File: config.mk
export PLATFORM = sky130hd
export DESIGN_NAME = decoder_scan_sequencer
export DESIGN_NICKNAME = d
export VERILOG_FILES = /design/src/rtl/decoder_scan_sequencer.sv
export SDC_FILE = /design/constraint.sdc
export NUM_CORES = 1
export LEC_CHECK = 0
export ABC_CLOCK_PERIOD_IN_PS = 2100
export BUFFER_PORTS_ARGS = -buffer_cell sky130_fd_sc_hd__buf_2
export CORE_ASPECT_RATIO = 0.9
export CORE_MARGIN = 2
export CORE_UTILIZATION = 38
export CTS_BUF_LIST = sky130_fd_sc_hd__clkbuf_4 sky130_fd_sc_hd__clkbuf_8
export DETAILED_ROUTE_END_ITERATION = 16
export PLACE_DENSITY = 0.66
export SYNTH_ARGS = -nofsm -noshare
export SYNTH_HDL_FRONTEND = slang
export SYNTH_SLANG_ARGS = --single-unit
File: constraint.sdc
create_clock -name clk -period 2.1 [get_ports clk]
set_clock_uncertainty 0.1 [all_clocks]
set_input_delay 0.21 -clock clk [delete_from_list [all_inputs] [get_ports clk]]
set_output_delay 0.21 -clock clk [all_outputs]
set_load 0.02 [all_outputs]
File: src/rtl/decoder_scan_sequencer.sv
// Scan sequencer driving a 3-to-8 decoder: visits masked channels with dwell and blanking.
// Optional macro SCAN_REVERSE_EN adds a `dir` input for descending scans.
module decoder_scan_sequencer #(
  parameter int DWELL = 4,
  parameter int BLANK = 1
) (
  input  logic       clk,
  input  logic       rst_n,
  input  logic       start,
  input  logic       stop,
  input  logic       mode_cont,
  input  logic [7:0] mask,
`ifdef SCAN_REVERSE_EN
  input  logic       dir,
`endif
  output logic [2:0] a,
  output logic       en,
  output logic       busy,
  output logic       done,
  output logic       slot_tick
);

  typedef enum logic [1:0] {
    S_IDLE   = 2'd0,
    S_BLANK  = 2'd1,
    S_ACTIVE = 2'd2
  } state_t;

  localparam int CNT_MAX = (BLANK > DWELL) ? BLANK : DWELL;
  localparam int CW      = $clog2(CNT_MAX + 1);
  localparam logic [CW-1:0] CNT_BLANK = CW'(BLANK);
  localparam logic [CW-1:0] CNT_DWELL = CW'(DWELL - 1);
  localparam logic [CW-1:0] CNT_ONE   = CW'(1);
  localparam logic [CW-1:0] CNT_ZERO  = CW'(0);
  // With no blanking a newly selected channel goes straight to ACTIVE.
  localparam state_t        S_SLOT    = (BLANK == 0) ? S_ACTIVE : S_BLANK;
  localparam logic [CW-1:0] CNT_SLOT  = (BLANK == 0) ? CNT_DWELL : CNT_BLANK;

  // First channel of a sweep: lowest set bit, or highest when reversed.
  function automatic logic [2:0] first_bit(input logic [7:0] m, input logic rev);
    logic [2:0] r;
    r = 3'd0;
    if (rev) begin
      for (int i = 0; i < 8; i++) if (m[i]) r = 3'(i);
    end else begin
      for (int i = 7; i >= 0; i--) if (m[i]) r = 3'(i);
    end
    return r;
  endfunction

  // Next channel after cur in scan direction; bit 3 flags that one exists.
  function automatic logic [3:0] next_bit(input logic [7:0] m, input logic [2:0] cur,
                                          input logic rev);
    logic [3:0] r;
    r = 4'd0;
    if (rev) begin
      for (int i = 0; i < 8; i++) if (m[i] && (3'(i) < cur)) r = {1'b1, 3'(i)};
    end else begin
      for (int i = 7; i >= 0; i--) if (m[i] && (3'(i) > cur)) r = {1'b1, 3'(i)};
    end
    return r;
  endfunction

  state_t        state_r, state_nx;
  logic [CW-1:0] cnt_r, cnt_nx;
  logic [7:0]    mask_r, mask_nx;
  logic          mode_r, mode_nx;
  logic          rev_r, rev_nx;
  logic [2:0]    a_nx;
  logic          end_scan_s;
  logic          live_rev_s;
  logic [3:0]    nxt_s;
  logic          en_nx, busy_nx, done_nx, slot_nx;

`ifdef SCAN_REVERSE_EN
  assign live_rev_s = dir;
`else
  assign live_rev_s = 1'b0;
`endif

  assign nxt_s = next_bit(mask_r, a, rev_r);

  // State, latched configuration and registered outputs.
  always_ff @(posedge clk) begin
    if (!rst_n) begin
      state_r   <= S_IDLE;
      cnt_r     <= CNT_ZERO;
      mask_r    <= 8'd0;
      mode_r    <= 1'b0;
      rev_r     <= 1'b0;
      a         <= 3'd0;
      en        <= 1'b0;
      busy      <= 1'b0;
      done      <= 1'b0;
      slot_tick <= 1'b0;
    end else begin
      state_r   <= state_nx;
      cnt_r     <= cnt_nx;
      mask_r    <= mask_nx;
      mode_r    <= mode_nx;
      rev_r     <= rev_nx;
      a         <= a_nx;
      en        <= en_nx;
      busy      <= busy_nx;
      done      <= done_nx;
      slot_tick <= slot_nx;
    end
  end

  // Next-state, counter and channel selection.
  always_comb begin
    state_nx   = state_r;
    cnt_nx     = cnt_r;
    mask_nx    = mask_r;
    mode_nx    = mode_r;
    rev_nx     = rev_r;
    a_nx       = a;
    end_scan_s = 1'b0;
    case (state_r)
      S_IDLE: begin
        if (start && !stop && (mask != 8'd0)) begin
          mask_nx  = mask;
          mode_nx  = mode_cont;
          rev_nx   = live_rev_s;
          a_nx     = first_bit(mask, live_rev_s);
          state_nx = S_SLOT;
          cnt_nx   = CNT_SLOT;
        end else begin
          state_nx = S_IDLE;
        end
      end
      S_BLANK: begin
        if (stop) begin
          state_nx   = S_IDLE;
          end_scan_s = 1'b1;
        end else if (cnt_r <= CNT_ONE) begin
          state_nx = S_ACTIVE;
          cnt_nx   = CNT_DWELL;
        end else begin
          cnt_nx = cnt_r - CNT_ONE;
        end
      end
      S_ACTIVE: begin
        if (stop) begin
          state_nx   = S_IDLE;
          end_scan_s = 1'b1;
        end else if (cnt_r != CNT_ZERO) begin
          cnt_nx = cnt_r - CNT_ONE;
        end else if (nxt_s[3]) begin
          a_nx     = nxt_s[2:0];
          state_nx = S_SLOT;
          cnt_nx   = CNT_SLOT;
        end else if (mode_r && (mask != 8'd0)) begin
          // Wrap point: the live mask is re-latched only here.
          mask_nx  = mask;
          a_nx     = first_bit(mask, rev_r);
          state_nx = S_SLOT;
          cnt_nx   = CNT_SLOT;
        end else begin
          state_nx   = S_IDLE;
          end_scan_s = 1'b1;
        end
      end
      default: begin
        state_nx = S_IDLE;
        cnt_nx   = CNT_ZERO;
      end
    endcase
  end

  // Output values for the next cycle, derived from the next state.
  always_comb begin
    en_nx   = (state_nx == S_ACTIVE);
    busy_nx = (state_nx != S_IDLE);
    done_nx = end_scan_s;
    slot_nx = (state_nx == S_ACTIVE) && (cnt_nx == CNT_ZERO);
  end

endmodule

# Word level (Yosys, flattened, before mapping)
# Cells that the tools add are included.
# Widths: inputs -> output; s select.
# totals
register_bits	21
inputBits	13
output_inout_bits	7
wordCells	100
# op_classes
add_sub_neg	1
magnitude_cmp	9
eq_ne	9
mux	50
n_reduce_logical	22
# ops
op	n
$mux 3	20
$mux 8	5
$mux 4	8
$pmux 8 s2	1
$gt 3x3->1 const A	4
$logic_and 1x1->1	12
$ne 2x2->1 const B	5
$pmux 3 s3	1
$mux 1	8
$mux 2	4
$reduce_bool 8->1	1
$gt 1x3->1 const A	2
$gt 2x3->1 const A	2
$pmux 2 s3	1
$pmux 3 s2	1
$reduce_and 6->1	1
$reduce_and 5->1	1
$eq 2x2->1 const B	2
$reduce_bool 2->1	2
$le 3x1->1 const B	1
$logic_not 3->1	1
$ne 3x3->1 const B	1
$reduce_bool 3->1	1
$sub 3x1->3 const B	1
other kinds (5)	5

# Depth between registers and ports, before layout
# Gate-level depths: netlist of run 1.
# logic_depth
depth_word	16
ltp_mapped	8

# Worst setup path after synthesis of run 1
# Ideal clock, no wire load.
# synth_path
path_kind	register to register
startpoint	reg a[1]
endpoint	reg slot_tick
t_arrival_ns	2.101
required_time_ns	1.897
setup_slack_ns	-0.204
stages_incl_launch_ff	8
n_path_buf	1
cell_sequence	dfxtp_1 > clkbuf_1 > a21boi_0 > o21ai_0 > nand2_1 > or3_4 > a211o_1 > a2111oi_2
# synth_via
elab_chain_cells	16
word_cells_on_any_way	35
classes_between	order compare: 8; eq/ne: 1; mux: 16; reduce/logical: 10
# synth_lines
element	line	text
start, declared	16	output logic [2:0] a,
start signal, assigned	102	a <= a_nx;
$gt 3x3->1	59	for (int i = 7; i >= 0; i--) if (m[i] && (3'(i) > cur)) r = {1'b1, 3'(i)};
$logic_and 1x1->1	59	
$mux 4 (7 in series)	59	
$mux 4 *	59	
$mux 1 or $mux 3 (tied branches)	149	end else if (nxt_s[3]) begin
$mux 2 or $mux 3 (tied branches)	147	end else if (cnt_r != CNT_ZERO) begin
$mux 2 or $mux 3 (tied branches)	144	if (stop) begin
$pmux 2 s3 or $pmux 3 s3 (tied branches)	119	case (state_r)
$eq 2x2->1 or $logic_not 3->1 (tied branches)	176	slot_nx = (state_nx == S_ACTIVE) && (cnt_nx == CNT_ZERO);
$logic_and 1x1->1 *	176	
end signal, assigned	106	slot_tick <= slot_nx;
end, declared	20	output logic slot_tick
# Every way passes the cells marked *; elsewhere a longest branch is shown, timed or not.
# A chain may end at the register's enable or synchronous reset.

# Worst setup path after layout of run 1
# layout_path
startpoint	reg state_r[0]
endpoint	reg slot_tick
# layout_via
elab_chain_cells	5
word_cells_on_any_way	12
classes_between	eq/ne: 3; mux: 6; reduce/logical: 3
# layout_lines
element	line	text
start, declared	64	state_t state_r, state_nx;
start signal, assigned	97	state_r <= state_nx;
$mux 2, on equally long branches	147, 136	
$mux 2, on equally long branches	144, 133	
$pmux 2 s3	119	
$eq 2x2->1	176	
$logic_and 1x1->1 *	176	
# Marked as above.

==> results of run 1 <==
through the flow:
| step | total power [mW] | setup TNS, ps | hold WS [ps] |
|---|---|---|---|
| 2_1_floorplan | 0.582 | 0 | 244 |
| 3_3_place_gp | 0.687 | -110 | 345 |
| 3_5_place_dp | 0.689 | -219 | 358 |
| 4_1_cts | 0.940 | 0 | 97.0 |
| 5_1_grt | 1.01 | -35.7 | 157 |
| 6_report | 0.948 | 0 | 96.4 |
sequential cells by signal (all words and copies together), names as in the netlist:
register	flops
cnt_r	3
en	1
mask_r	7
busy	1
a	3
state_r	2
slot_tick	1
done	1
mode_r	1
layout make-up:
cell class,count,area (um2)
Clock buffer,3,41.3
Sequential cell,20,407
Fill cell,359,1720
Multi-Input combinational cell,142,1010
Tap cell,46,57.6
Timing Repair Buffer,55,365
Inverter,19,71.3
what timing repair did:
action,4_1_cts,5_1_grt
cloned,0,0
endpoints found under the setup margin,1,12
gates resized for setup,1,17
buffers inserted,0,2
pin swaps,0,2
how the worst max path moves through the flow:
stage	startpoint	end	slack, ps	depth (start not counted)
final	state_r[0]	slot_tick	70	7
after CTS	cnt_r[0]	slot_tick	4	8
after detailed placement	mask[6]	slot_tick	-120	7
after floorplan	state_r[0]	mask_r[1]	50	7
after global placement	mask[6]	cnt_r[1]	-60	7
after global routing	state_r[0]	slot_tick	-40	7
kinds of logic (layout without fill, tap and decap cells):
family | Yosys count | after routing | synth area share, %
adder cells (fa/ha/maj) | 7 | 7 | 6.06
flip-flops | 20 | 20 | 27.7
AO/OA/AOI/OAI | 63 | 63 | 31.9
multiplexers | 10 | 10 | 6.92
AND/OR/NAND/NOR | 62 | 62 | 21.2
buffers and inverters | 24 | 77 | 6.23
cells in the mapped netlist (2+ instances only):
cell type,number,area [um2]
nand2_1,24,90.1
nor2_1,16,60.1
o31ai_1,7,52.6
nor2b_1,2,12.5
mux2i_1,10,100
and2b_2,2,17.5
nor4_1,2,12.5
dfxtp_1,20,400
nand2b_1,2,12.5
or4_4,2,22.5
ha_1,7,87.6
a211oi_1,2,15.0
o22ai_1,4,25.0
o21ai_0,9,45.0
o41ai_1,2,17.5
o21a_1,4,30.0
inv_1,18,67.6
clkbuf_1,5,18.8
nor3_1,2,10.0
nand3_1,2,10.0
a21bo_2,2,20.0
o211ai_1,2,15.0
a21oi_1,11,55.1
critical path: stages, from the launching register on:
cell       delay (ps)
dfxtp_2           330
buf_4             140
ha_1              260
inv_1              90
nand2_1            90
or3_4             390
a211o_1           320
a2111oi_4         200
metal layers:
metal | track usage (%) | vias to the layer above | wire, um
met2 | 28.2 | 39 | 1660
met3 | 2.42 | 6 | 187
met5 | 0 | - | 0
li1 | - | 782 | -
met1 | 26.8 | 701 | 1990
met4 | 6.13 | 0 | 60
power groups by stage:
stage,combinational [mW],clock [mW],sequential (mW)
after global placement,0.266,0,0.420
after CTS,0.272,0.256,0.412
final,0.286,0.249,0.413
after floorplan,0.159,0,0.424
after detailed placement,0.269,0,0.420
after global routing,0.317,0.275,0.416
==> flow_summary.ini, run 1 <==
[setup_path]
rr_startpoint = state_r[0]
reg2regPathDepth = 7
regToRegEndpoint = slot_tick
worst_setup_path_start_kind = flip-flop
cp_data_arrival_time_ps = 2080
reg2reg_slack_ps = 70
critPathCaptureType = flip-flop
critPathRequiredTime_ps = 2150
crit_path_max_fanout = 4
worstSetupPathType = flip-flop to flip-flop

[hold_path]
min_to = mode_r
min_path_cells = 3
hp-class = input port to flip-flop
min-delay-start = mode_cont

[synthesis]
synth_nets = 206
synth-seq-cells = 20
ys_seq_area_share_pct = 27.7
synth.distinct_cells = 52
synth_area_um2 = 1450
synth_ff_type = dfxtp_1
yosys_warnings = 0
synth-edff-count = 0
syn-instance-count = 186
syn_area_per_cell_um2 = 7.78
synthArstFlopShare_pct = 0

[layout]
stdcell_area_um2 = 1960
drive_gt1_share_pct = 36.8
final_core_util_pct = 53.2
antennaDiodeCount = 0
final_common_cell = buf_4
finalNetCount = 261
syn2layout_area_growth_pct = 35.3
stdcell_count = 285
final_cell_mix = buf_4 (36), nand2_1 (24), buf_2 (19)

[floorplanning]
die_w_um = 69.0
fp.dieArea_um2 = 4320
fp.dieH_um = 62.5
rows = 21
io_pins = 20
core_area_um2 = 3680
initial_core_util_pct = 39.3

[clocking]
cts.sinks = 20
clock-root-buffer = clkbuf_8
clock_latency_ps = 250
postCtsHoldBufs = 0
numCtsBuffers = 3
cts_buffer_depth = 2
clkTransAtPathRegs_ps = 70
htree_levels = 1
cts_tree = done

[routing]
wl_um = 3900
routed_via_density = 5.36
vias = 1528
firstDrtPassIters = 4
drt-initial-drc-count = 105
drt-wirelength-per-cell_um = 13.7
ant_nets = 0
drc_errors = 0

[sta]
max_freq_mhz = 493
fin_crit_ps = 2030
hold_viol_final = 0
tightest_slew_ps = 509
setup_slack_ps = 72.9
finalCritPeriodShare_pct = 96.5
slew_violations = 0
maxSlewHeadroom_pct = 65.8
setup_viol = 0

[global_route]
gr-usage-all-layers_pct = 18.5
grt_pass1_vias = 1462
antenna_found_initial = 0
grt_max_degree = 21
grt_pass1_wl_um = 6710
grt_overflow = 0

[pwr]
internal-power_mw = 0.657
pwr-share-clk_pct = 26.3
p_sw_share_pct = 30.7
ir_drop_mv = 0.231
pwr-share-seq_pct = 43.5
comb_power_share_pct = 30.2
p_leak_nw = 0.867
p_per_area_nw_per_um2 = 485
p_switching_mw = 0.291

[placement]
dpl_cell_area_um2 = 1840
numPortBuffers = 19
place.gp.congestion = 1.03
dp_slack_ps = -121
dp_hpwl_um = 3000
dp_cells = 280

[run_status]
outcome = finished, final reports clean

[flow_run]
cap_violations = 0
Note: power is estimated with default switching activity, not from simulation.
==> inputs of run 2 (changes only) <==
--- a/config.mk
+++ b/config.mk
@@ -5,6 +5,7 @@
 export SDC_FILE = /design/constraint.sdc
 export NUM_CORES = 1
 export LEC_CHECK = 0
+export ABC_AREA = 1
 export ABC_CLOCK_PERIOD_IN_PS = 2100
 export BUFFER_PORTS_ARGS = -buffer_cell sky130_fd_sc_hd__buf_2
 export CORE_ASPECT_RATIO = 0.9
@@ -12,6 +13,7 @@
 export CORE_UTILIZATION = 38
 export CTS_BUF_LIST = sky130_fd_sc_hd__clkbuf_4 sky130_fd_sc_hd__clkbuf_8
 export DETAILED_ROUTE_END_ITERATION = 16
+export HOLD_SLACK_MARGIN = 0.15
 export PLACE_DENSITY = 0.66
 export SYNTH_ARGS = -nofsm -noshare
 export SYNTH_HDL_FRONTEND = slang
==> flow_summary.ini, run 2 <==
[routing]
routed_via_density = 4.78
firstDrtPassIters = 4
ant_nets = 0
vias = 1309
drt-initial-drc-count = 69
drt-wirelength-per-cell_um = 11.0
drc_errors = 0
wl_um = 3030

[setup_path]
critPathRequiredTime_ps = 2150
reg2reg_slack_ps = 190
path_buf_inv = 5
worstSetupPathType = input port to flip-flop
rr_startpoint = state_r[0]
cp-startpoint = mask[2]
slowest_delay_ps = 530
crit_path_max_fanout = 9
cp_data_arrival_time_ps = 2010
crit_slowest_cell = dlygate4sd3_1
worst_setup_path_start_kind = input port
cp_num_cells = 14
cpMostUsedCell = nand2_1
reg2regPathDepth = 11
cp_cell_sequence = dlygate4sd3_1 -> buf_2 -> nor2_2 -> nand2_1 -> nor2_2 -> inv_1 -> nand2_1 -> nand2_1 -> nand3_2 -> inv_2 -> nand2_4 -> inv_2 -> o21ai_0 -> a21oi_1
path_delay_family = buffers and inverters
regToRegEndpoint = a[0]
critPathCapture = mask_r[7]
critPathCaptureType = flip-flop

[sta]
finalCritPeriodShare_pct = 93.3
fin_crit_ps = 1960
hold_viol_final = 0
setup_viol = 0
max_freq_mhz = 510
tightest_slew_ps = 288
maxSlewHeadroom_pct = 80.8
slew_violations = 0
fin_setup_tns_ps = 0

[clocking]
post-cts-setup-buffer-count = 0
clock_latency_ps = 250
cts_buffer_depth = 2
numCtsBuffers = 3
clkTransAtPathRegs_ps = 80
clock-root-buffer = clkbuf_8
cts_tree = done
cts.sinks = 20
htree_levels = 1

[floorplanning]
core_area_um2 = 3140
rows = 19
io_pins = 20
die_w_um = 65.2
initial_core_util_pct = 40.8
fp.dieArea_um2 = 3850
fp.dieH_um = 59.1

[global_route]
grt_overflow = 0
grt_max_degree = 14
antenna_found_initial = 0
grt_pass1_wl_um = 5130
gr-usage-all-layers_pct = 16.8
grt_pass1_vias = 1177

[layout]
final_common_cell = nand2_1
fill_cells = 345
final_cell_mix = nand2_1 (49), nor2_1 (28), inv_1 (27)
drive_gt1_share_pct = 17.7
largest_reg_flops = 7
stdcell_area_um2 = 1560
finalNetCount = 253
stdcell_count = 274
antennaDiodeCount = 0
syn2layout_area_growth_pct = 21.5
reg.largest.list = mask_r x7, a x3, cnt_r x3
top_register = mask_r

[placement]
dpl_cell_area_um2 = 1420
dp_cells = 263
dp_hpwl_um = 2330
place.gp.congestion = 0.901
numPortBuffers = 19

[synthesis]
ys_seq_area_share_pct = 31.3
synthTopCellsByCount = nand2_1 (49), nor2_1 (30), inv_1 (27)
yosys_warnings = 0
synth_top_cell_by_area = dfxtp_1
syn-instance-count = 203
synth_ff_type = dfxtp_1
synth.distinct_cells = 26
synth_nets = 223
synth-seq-cells = 20
synth_top_area_share_pct = 31.3
synth.most_common_cell = nand2_1
synth-edff-count = 0
syn_area_per_cell_um2 = 6.31
synthArstFlopShare_pct = 0
synth_area_um2 = 1280
synth_area_leaders = dfxtp_1 (31%), nand2_1 (14%), nor2_1 (8.8%)

[flow_run]
cap_violations = 0

[pwr]
pwr-share-seq_pct = 45.5
comb_power_share_pct = 23.3
internal-power_mw = 0.650
p_leak_nw = 0.775
p_sw_share_pct = 30.1
p_switching_mw = 0.280
pwr-share-clk_pct = 31.2
p_per_area_nw_per_um2 = 598
ir_drop_mv = 0.355

[hold_path]
hp-class = input port to flip-flop

[run_status]
outcome = finished, final reports clean
run 2: cell types whose count changed after synthesis, sizes merged, moves of 4 or more:
cell,delta
inv,+14
o22ai,-4
o31ai,-6
nor2,+16
o21a,-4
nand2,+28
mux2i,-10
clkbuf,-4
o21ai,+11
nand3,+10
run 2: routing by layer:
| layer | share of wire (%) | GRT usage [%] | vias to the layer above |
|---|---|---|---|
| li1 | - | - | 704 |
| met1 | 54 | 25.6 | 566 |
| met2 | 40 | 25.4 | 37 |
| met3 | 5.6 | 1.14 | 2 |
| met4 | 1.0 | 5.36 | 0 |
| met5 | 0 | 0 | - |
run 2: stage by stage:
stage	hold WS, ps	total power, mW	utilization [%]	worst slack (ps)
floorplan	248	0.577	-	409
global placement	342	0.635	45.3	291
detailed placement	345	0.635	45.3	237
CTS	194	0.929	49.2	61.0
global route	197	0.983	49.6	-37.7
finish	188	0.931	49.6	140
run 2: worst min-delay path, stage by stage:
cell and delay (ps):
buf_2 90, o21ai_0 80, nor2_1 80, nor2_1 40
run 2: worst min-delay path by stage:
stage	from	to	slack, ps	cells past startpoint
global route	mask[0]	a[0]	200	4
floorplan	rst_n	mask_r[7]	250	2
CTS	mask[0]	a[0]	190	4
global placement	mode_r	mode_r	340	2
finish	mask[0]	a[0]	190	4
detailed placement	mode_r	mode_r	350	2
run 2: area by class of cell:
type | count | area (um2) | share of cell area (%)
sequential | 20 | 400 | 25.7
inverter | 32 | 120 | 7.72
clock buffer | 4 | 55.1 | 3.54
multi-input combinational | 149 | 754 | 48.5
tap | 42 | 52.6 | 3.38
timing repair buffer | 27 | 173 | 11.1
run 2: timing repair:
action / in CTS / in global routing
endpoints found under the setup margin: 0 / 5
hold endpoints to repair: 7 / 0
resized for setup: 0 / 3
hold buffers: 7 / 0
run 2: power groups by stage:
stage	Clock [mW]	Sequential, mW	Combinational [mW]
floorplan	0	0.432	0.145
global placement	0	0.431	0.203
detailed placement	0	0.432	0.203
CTS	0.292	0.423	0.214
global route	0.306	0.426	0.251
finish	0.290	0.423	0.217
run 2: kinds of logic after synthesis:
kind of cell	count (synthesis)	synth area share (%)
and+or+nand+nor	101	33.9
AOI/OAI and AO/OA	41	17.4
DFF	20	31.3
buffers and inverters	34	10.6
adders and majority gates	7	6.84
